==> src/rtl/sdvm_pkg.sv <==
// Shared encodings for the signed-digit vector multiplier and the residual-update path.
// Digit codes follow the quotient-selection output format; NEG_* select the negation rule.
package sdvm_pkg;

   localparam logic [1:0] DIG_ZERO = 2'b00;
   localparam logic [1:0] DIG_POS  = 2'b10;
   localparam logic [1:0] DIG_NEG  = 2'b01;
   localparam logic [1:0] DIG_ILL  = 2'b11;

   localparam int NEG_SWAP = 0;
   localparam int NEG_CMPL = 1;

   function automatic logic dig_is_ill(input logic [1:0] dig);
      return dig == DIG_ILL;
   endfunction

endpackage

==> src/rtl/sdvm_digit_mul.sv <==
// Signed digit times redundant vector: combinational, zero latency, no flow control.
// Illegal digit yields an all-zero product and raises ill.
module sdvm_digit_mul
   import sdvm_pkg::*;
#(
   parameter int WIDTH    = 8,
   parameter int NEG_MODE = NEG_SWAP
) (
   input  logic [1:0]       dig,
   input  logic [WIDTH-1:0] x_plus,
   input  logic [WIDTH-1:0] x_minus,
   output logic [WIDTH-1:0] p_plus,
   output logic [WIDTH-1:0] p_minus,
   output logic             ill
);

   always_comb begin
      p_plus  = '0;
      p_minus = '0;
      ill     = dig_is_ill(dig);
      case (dig)
         DIG_POS: begin
            p_plus  = x_plus;
            p_minus = x_minus;
         end
         DIG_NEG: begin
            // Rail swap is exact; complement keeps bit-compatibility with the old selector.
            if (NEG_MODE == NEG_CMPL) begin
               p_plus  = ~x_plus;
               p_minus = ~x_minus;
            end else begin
               p_plus  = x_minus;
               p_minus = x_plus;
            end
         end
         default: begin
            p_plus  = '0;
            p_minus = '0;
         end
      endcase
   end

endmodule

==> src/rtl/sdvm_stream.sv <==
// Streaming signed-digit x vector multiplier: one registered product per accepted digit, 1-cycle latency.
// Backpressure: dig_ready = !out_valid | out_ready; output register holds while stalled.
module sdvm_stream
   import sdvm_pkg::*;
#(
   parameter int WIDTH    = 8,
   parameter int NDIGITS  = 8,
   parameter int NEG_MODE = NEG_SWAP
) (
   input  logic             clk,
   input  logic             rst,
   input  logic             vec_load,
   input  logic [WIDTH-1:0] vec_in_plus,
   input  logic [WIDTH-1:0] vec_in_minus,
   input  logic             dig_valid,
   output logic             dig_ready,
   input  logic [1:0]       dig_sel,
   output logic             out_valid,
   input  logic             out_ready,
   output logic [WIDTH-1:0] vec_out_plus,
   output logic [WIDTH-1:0] vec_out_minus,
   output logic             out_last,
   output logic             busy,
   output logic             err,
   input  logic             err_clr
);

   localparam int CW = (NDIGITS > 1) ? $clog2(NDIGITS) : 1;
   localparam logic [CW-1:0] LAST_CNT = CW'(NDIGITS - 1);

   logic [CW-1:0]    cnt;
   logic [CW-1:0]    cnt_nxt;
   logic [WIDTH-1:0] x_plus;
   logic [WIDTH-1:0] x_minus;
   logic [WIDTH-1:0] op_plus;
   logic [WIDTH-1:0] op_minus;
   logic [WIDTH-1:0] p_plus;
   logic [WIDTH-1:0] p_minus;
   logic             ill;
   logic             accept;
   logic             load_en;
   logic             at_last;

   assign dig_ready = !out_valid | out_ready;
   assign accept    = dig_valid & dig_ready;
   assign load_en   = vec_load & (cnt == '0);
   assign at_last   = (cnt == LAST_CNT);

   // A load coinciding with the first digit feeds the new operand straight through.
   assign op_plus  = load_en ? vec_in_plus  : x_plus;
   assign op_minus = load_en ? vec_in_minus : x_minus;

   always_comb begin
      cnt_nxt = cnt;
      if (accept) begin
         cnt_nxt = at_last ? '0 : cnt + CW'(1);
      end
   end

   sdvm_digit_mul #(
      .WIDTH    (WIDTH),
      .NEG_MODE (NEG_MODE)
   ) u_mul (
      .dig     (dig_sel),
      .x_plus  (op_plus),
      .x_minus (op_minus),
      .p_plus  (p_plus),
      .p_minus (p_minus),
      .ill     (ill)
   );

   always_ff @(posedge clk or posedge rst) begin
      if (rst) begin
         x_plus  <= '0;
         x_minus <= '0;
      end else if (load_en) begin
         x_plus  <= vec_in_plus;
         x_minus <= vec_in_minus;
      end
   end

   always_ff @(posedge clk or posedge rst) begin
      if (rst) begin
         cnt  <= '0;
         busy <= 1'b0;
      end else begin
         cnt  <= cnt_nxt;
         busy <= (cnt_nxt != '0);
      end
   end

   always_ff @(posedge clk or posedge rst) begin
      if (rst) begin
         out_valid     <= 1'b0;
         vec_out_plus  <= '0;
         vec_out_minus <= '0;
         out_last      <= 1'b0;
      end else if (accept) begin
         out_valid     <= 1'b1;
         vec_out_plus  <= p_plus;
         vec_out_minus <= p_minus;
         out_last      <= at_last;
      end else if (out_ready) begin
         out_valid     <= 1'b0;
      end
   end

   // Set has priority over clear so a simultaneous illegal digit is never lost.
   always_ff @(posedge clk or posedge rst) begin
      if (rst) begin
         err <= 1'b0;
      end else if (accept & ill) begin
         err <= 1'b1;
      end else if (err_clr) begin
         err <= 1'b0;
      end
   end

endmodule
==> config.mk <==
export PLATFORM = sky130hd
export DESIGN_NAME = sdvm_stream
export DESIGN_NICKNAME = d
export VERILOG_FILES = /design/src/rtl/sdvm_pkg.sv /design/src/rtl/sdvm_digit_mul.sv /design/src/rtl/sdvm_stream.sv
export SDC_FILE = /design/constraint.sdc
export NUM_CORES = 1
export LEC_CHECK = 0
export BUFFER_PORTS_ARGS = -buffer_cell sky130_fd_sc_hd__buf_2
export CORE_MARGIN = 4
export CORE_UTILIZATION = 35
export CTS_CLUSTER_SIZE = 24
export DETAILED_ROUTE_END_ITERATION = 12
export PLACE_DENSITY = 0.69
export RECOVER_POWER = 100
export SETUP_SLACK_MARGIN = 0.02
export SLEW_MARGIN = 20
export SYNTH_ARGS = -nofsm -noshare
export SYNTH_HDL_FRONTEND = slang
export SYNTH_SLANG_ARGS = --single-unit
==> constraint.sdc <==
create_clock -name clk -period 3.4 [get_ports clk]
set_input_delay 0.68 -clock clk [delete_from_list [all_inputs] [get_ports clk]]
set_output_delay 0.68 -clock clk [all_outputs]
set_load 0.05 [all_outputs]
==> out/results.ini <==
[sta]
skew_ps=7.01
worst_pin_slew_ps=2050
slew_headroom=-0.368
whs_ps=513
grt_setup_unrepaired=no
post-route-period-util=0.776
slew_violations=40
maxClockFrequency_ghz=0.379
timing.setup.tns_ps=0
period_minus_slack_ps=2640
timing.final.hold_violations=0
setup_viol=0

[floorplan]
die_area_sq_um=6200
start_util=0.366
die_h_microns=78.8
die_w_microns=78.8
ioPinCount=45
std_cell_rows=25
core-area_sq_um=4790

[critical_path]
rr_worst_depth=5
max_stage_delay_ps=830
crit_family=simple AND/OR/NAND/NOR gates
cp_slowest_cell=nor2b_1
critical_path.endpoint_type=primary output
cp.required_ps=2720
worst-path-max-fanout=17
cp.arrival_ps=1960
path_common_cell=buf_2
path_cells=buf_2 > nor2b_1 > inv_4 > buf_2
cp_num_buf_inv=3
start_kind=input pin
worstSetupPathType=in2out
cp.depth=4

[drt]
drtPass1Iterations=4
ant_nets=0
wire_per_inst_microns=14.2
routed.top_layer=met4
drc=0
met1_length_microns=1660
routed_wl_microns=3590
met3_length_microns=220
routed_via_density=4.75
vias=1201
drt_iter0_markers=38
wl_met2_microns=1650

[clock_tree]
cts.hold.buffers_added=0
post-cts-setup-buffers=0
cts_resized=0
cts.sinks=39
insertion_delay_ps=290
path_clk_slew_ps=70
cts_max_path_buffers=2
cts_buffers=5
h-tree-depth=2
cts_tree=done
clock-root-buffer=clkbuf_8

[synthesis]
synth-compound-area-share=0.128
syn_inst=139
syn_avg_cell_area_sq_um=12.6
synth-seq-cells=39
yosysSeqAreaShare=0.557
synth_warnings=0
synth_cell_type_count=21
synth_top_family_by_area=multiplexers
netlist_area_sq_um=1750
yosys.area_share.adder=0.0428
synth_xor_area_frac=0
synth_mux_area_frac=0.140
synth_fp_nets=169
synth-simple-area-share=0.0514

[placement]
routabilityCongestion=0.703
portBuffers=44
dp_hpwl_microns=2540

[global_route]
grt_pass1_wl_microns=6030
grt_max_degree=40
grt_use_total=0.127
antenna_found_initial=0
first_global_vias=1270
grt_overflow=0

[finish]
antenna_cells=0
finish.net_count=215
area_growth_pct=15.1
layout-drive-gt1-share=0.204

[power]
peakVddDrop_mv=0.355
p_per_area_nw_per_um2=784
leakage_nw=1.08
finalPower_mw=1.58

[flow_run]
cap_viol_max_count=1

[worst_hold_path]
holdPathStages=2
min_path_type=reg2reg

[run_status]
violations=max-capacitance violations, max-slew violations
status=finished, violations left

[cell type report]
| class | instances | area [sq um] |
|---|---|---|
| fill | 483 | 2770 |
| sequential | 39 | 976 |
| multi-input combinational | 70 | 586 |
| timing repair buffer | 45 | 199 |
| inverter | 24 | 92.6 |
| tap | 67 | 83.8 |
| clock buffer | 7 | 76.3 |
| clock inverter | 1 | 5.00 |
[worst reg2reg max path: cells and delay by family (launching register included)]
kind | cells | cell delay (ps)
multiplexers | 1 | 570
adder cells (fa/ha/maj) | 1 | 140
buffers and inverters | 1 | 70
AND/OR/NAND/NOR | 1 | 680
AO/OA/AOI/OAI | 1 | 190
flip-flops | 1 | 420
[placed cells by master, fill, tap and decap left out]
| master | Yosys | final |
|---|---|---|
| dfrtp_1 | 39 | 39 |
| buf_2 | 2 | 24 |
| clkbuf_1 | 2 | 23 |
| inv_1 | 22 | 22 |
| mux2i_1 | 9 | 17 |
| o21ai_0 | 17 | 17 |
| o221ai_1 | 16 | 16 |
| ha_1 | 6 | 6 |
| clkbuf_8 | 0 | 5 |
| mux2_2 | 4 | 4 |
| nand4b_2 | 2 | 2 |
| nand2_1 | 2 | 2 |
| nor3_1 | 2 | 2 |
| nand3b_1 | 0 | 1 |
| nor2b_1 | 0 | 1 |
| inv_4 | 1 | 1 |
| inv_2 | 1 | 1 |
| nor2_1 | 1 | 1 |
| nand3_1 | 1 | 1 |
| clkinv_2 | 0 | 1 |
[through the flow]
step | setup slack (ps) | util | instances | area (sq um)
after floorplan | 1690 | - | 139 | 1750
after global placement | 1310 | 0.421 | 245 | 2020
after detailed placement | 1290 | 0.421 | 245 | 2020
after CTS | 1290 | 0.438 | 253 | 2100
after global routing | 627 | 0.422 | 253 | 2020
final | 760 | 0.422 | 253 | 2020
[routing by layer]
| metal | up-vias | global-route usage |
|---|---|---|
| met5 | - | 0 |
| met4 | 0 | 0.0524 |
| met3 | 4 | 0.0499 |
| met2 | 38 | 0.191 |
| met1 | 581 | 0.163 |
| li1 | 578 | - |
[registers in the layout, indices dropped and copies added (netlist names)]
name	count
vec_out_minus	8
busy	1
out_valid	1
out_last	1
x_plus	8
vec_out_plus	8
err	1
cnt	3
x_minus	8
[final timing paths]
kind / start / endpoint / slack [ps]
max: out_ready / dig_ready / 760
min: x_plus[0] / x_plus[0] / 510
max reg2reg: cnt[0] / vec_out_plus[3] / 1180
min reg2reg: x_plus[0] / x_plus[0] / 510
max in group asynchronous: rst / vec_out_plus[1] / 1090
min in group asynchronous: rst / vec_out_plus[4] / 1130
[report_power, final]
group	leakage [nW]	total [mW]	switching (mW)	internal (mW)
Clock	0.0422	0.298	0.154	0.144
Combinational	0.549	0.587	0.411	0.176
Sequential	0.489	0.698	0.0711	0.627
Total	1.08	1.58	0.636	0.947
[logic make-up after synthesis]
group,count (synthesis)
AO/OA/AOI/OAI,33
adder cells (fa/ha/maj),6
buffers and inverters,30
flip-flops,39
multiplexers,21
AND/OR/NAND/NOR,10
[cell usage after synthesis]
cell type	number	area (sq um)
clkbuf_1	2	7.51
buf_6	1	11.3
nand3b_4	1	20.0
inv_2	1	3.75
nor2b_4	1	13.8
ha_1	6	75.1
o221ai_1	16	140
nand4b_2	2	30.0
inv_4	1	6.26
dfrtp_1	39	976
buf_12	1	20.0
o21ai_0	17	85.1
mux2i_1	9	90.1
mux2_2	4	45.0
inv_1	22	82.6
nor3_1	2	10.0
nor2_1	1	3.75
mux2i_2	8	110
nand3_1	1	5.00
buf_2	2	10.0
nand2_1	2	7.51
No activity file was read; power rests on OpenSTA's default activity.
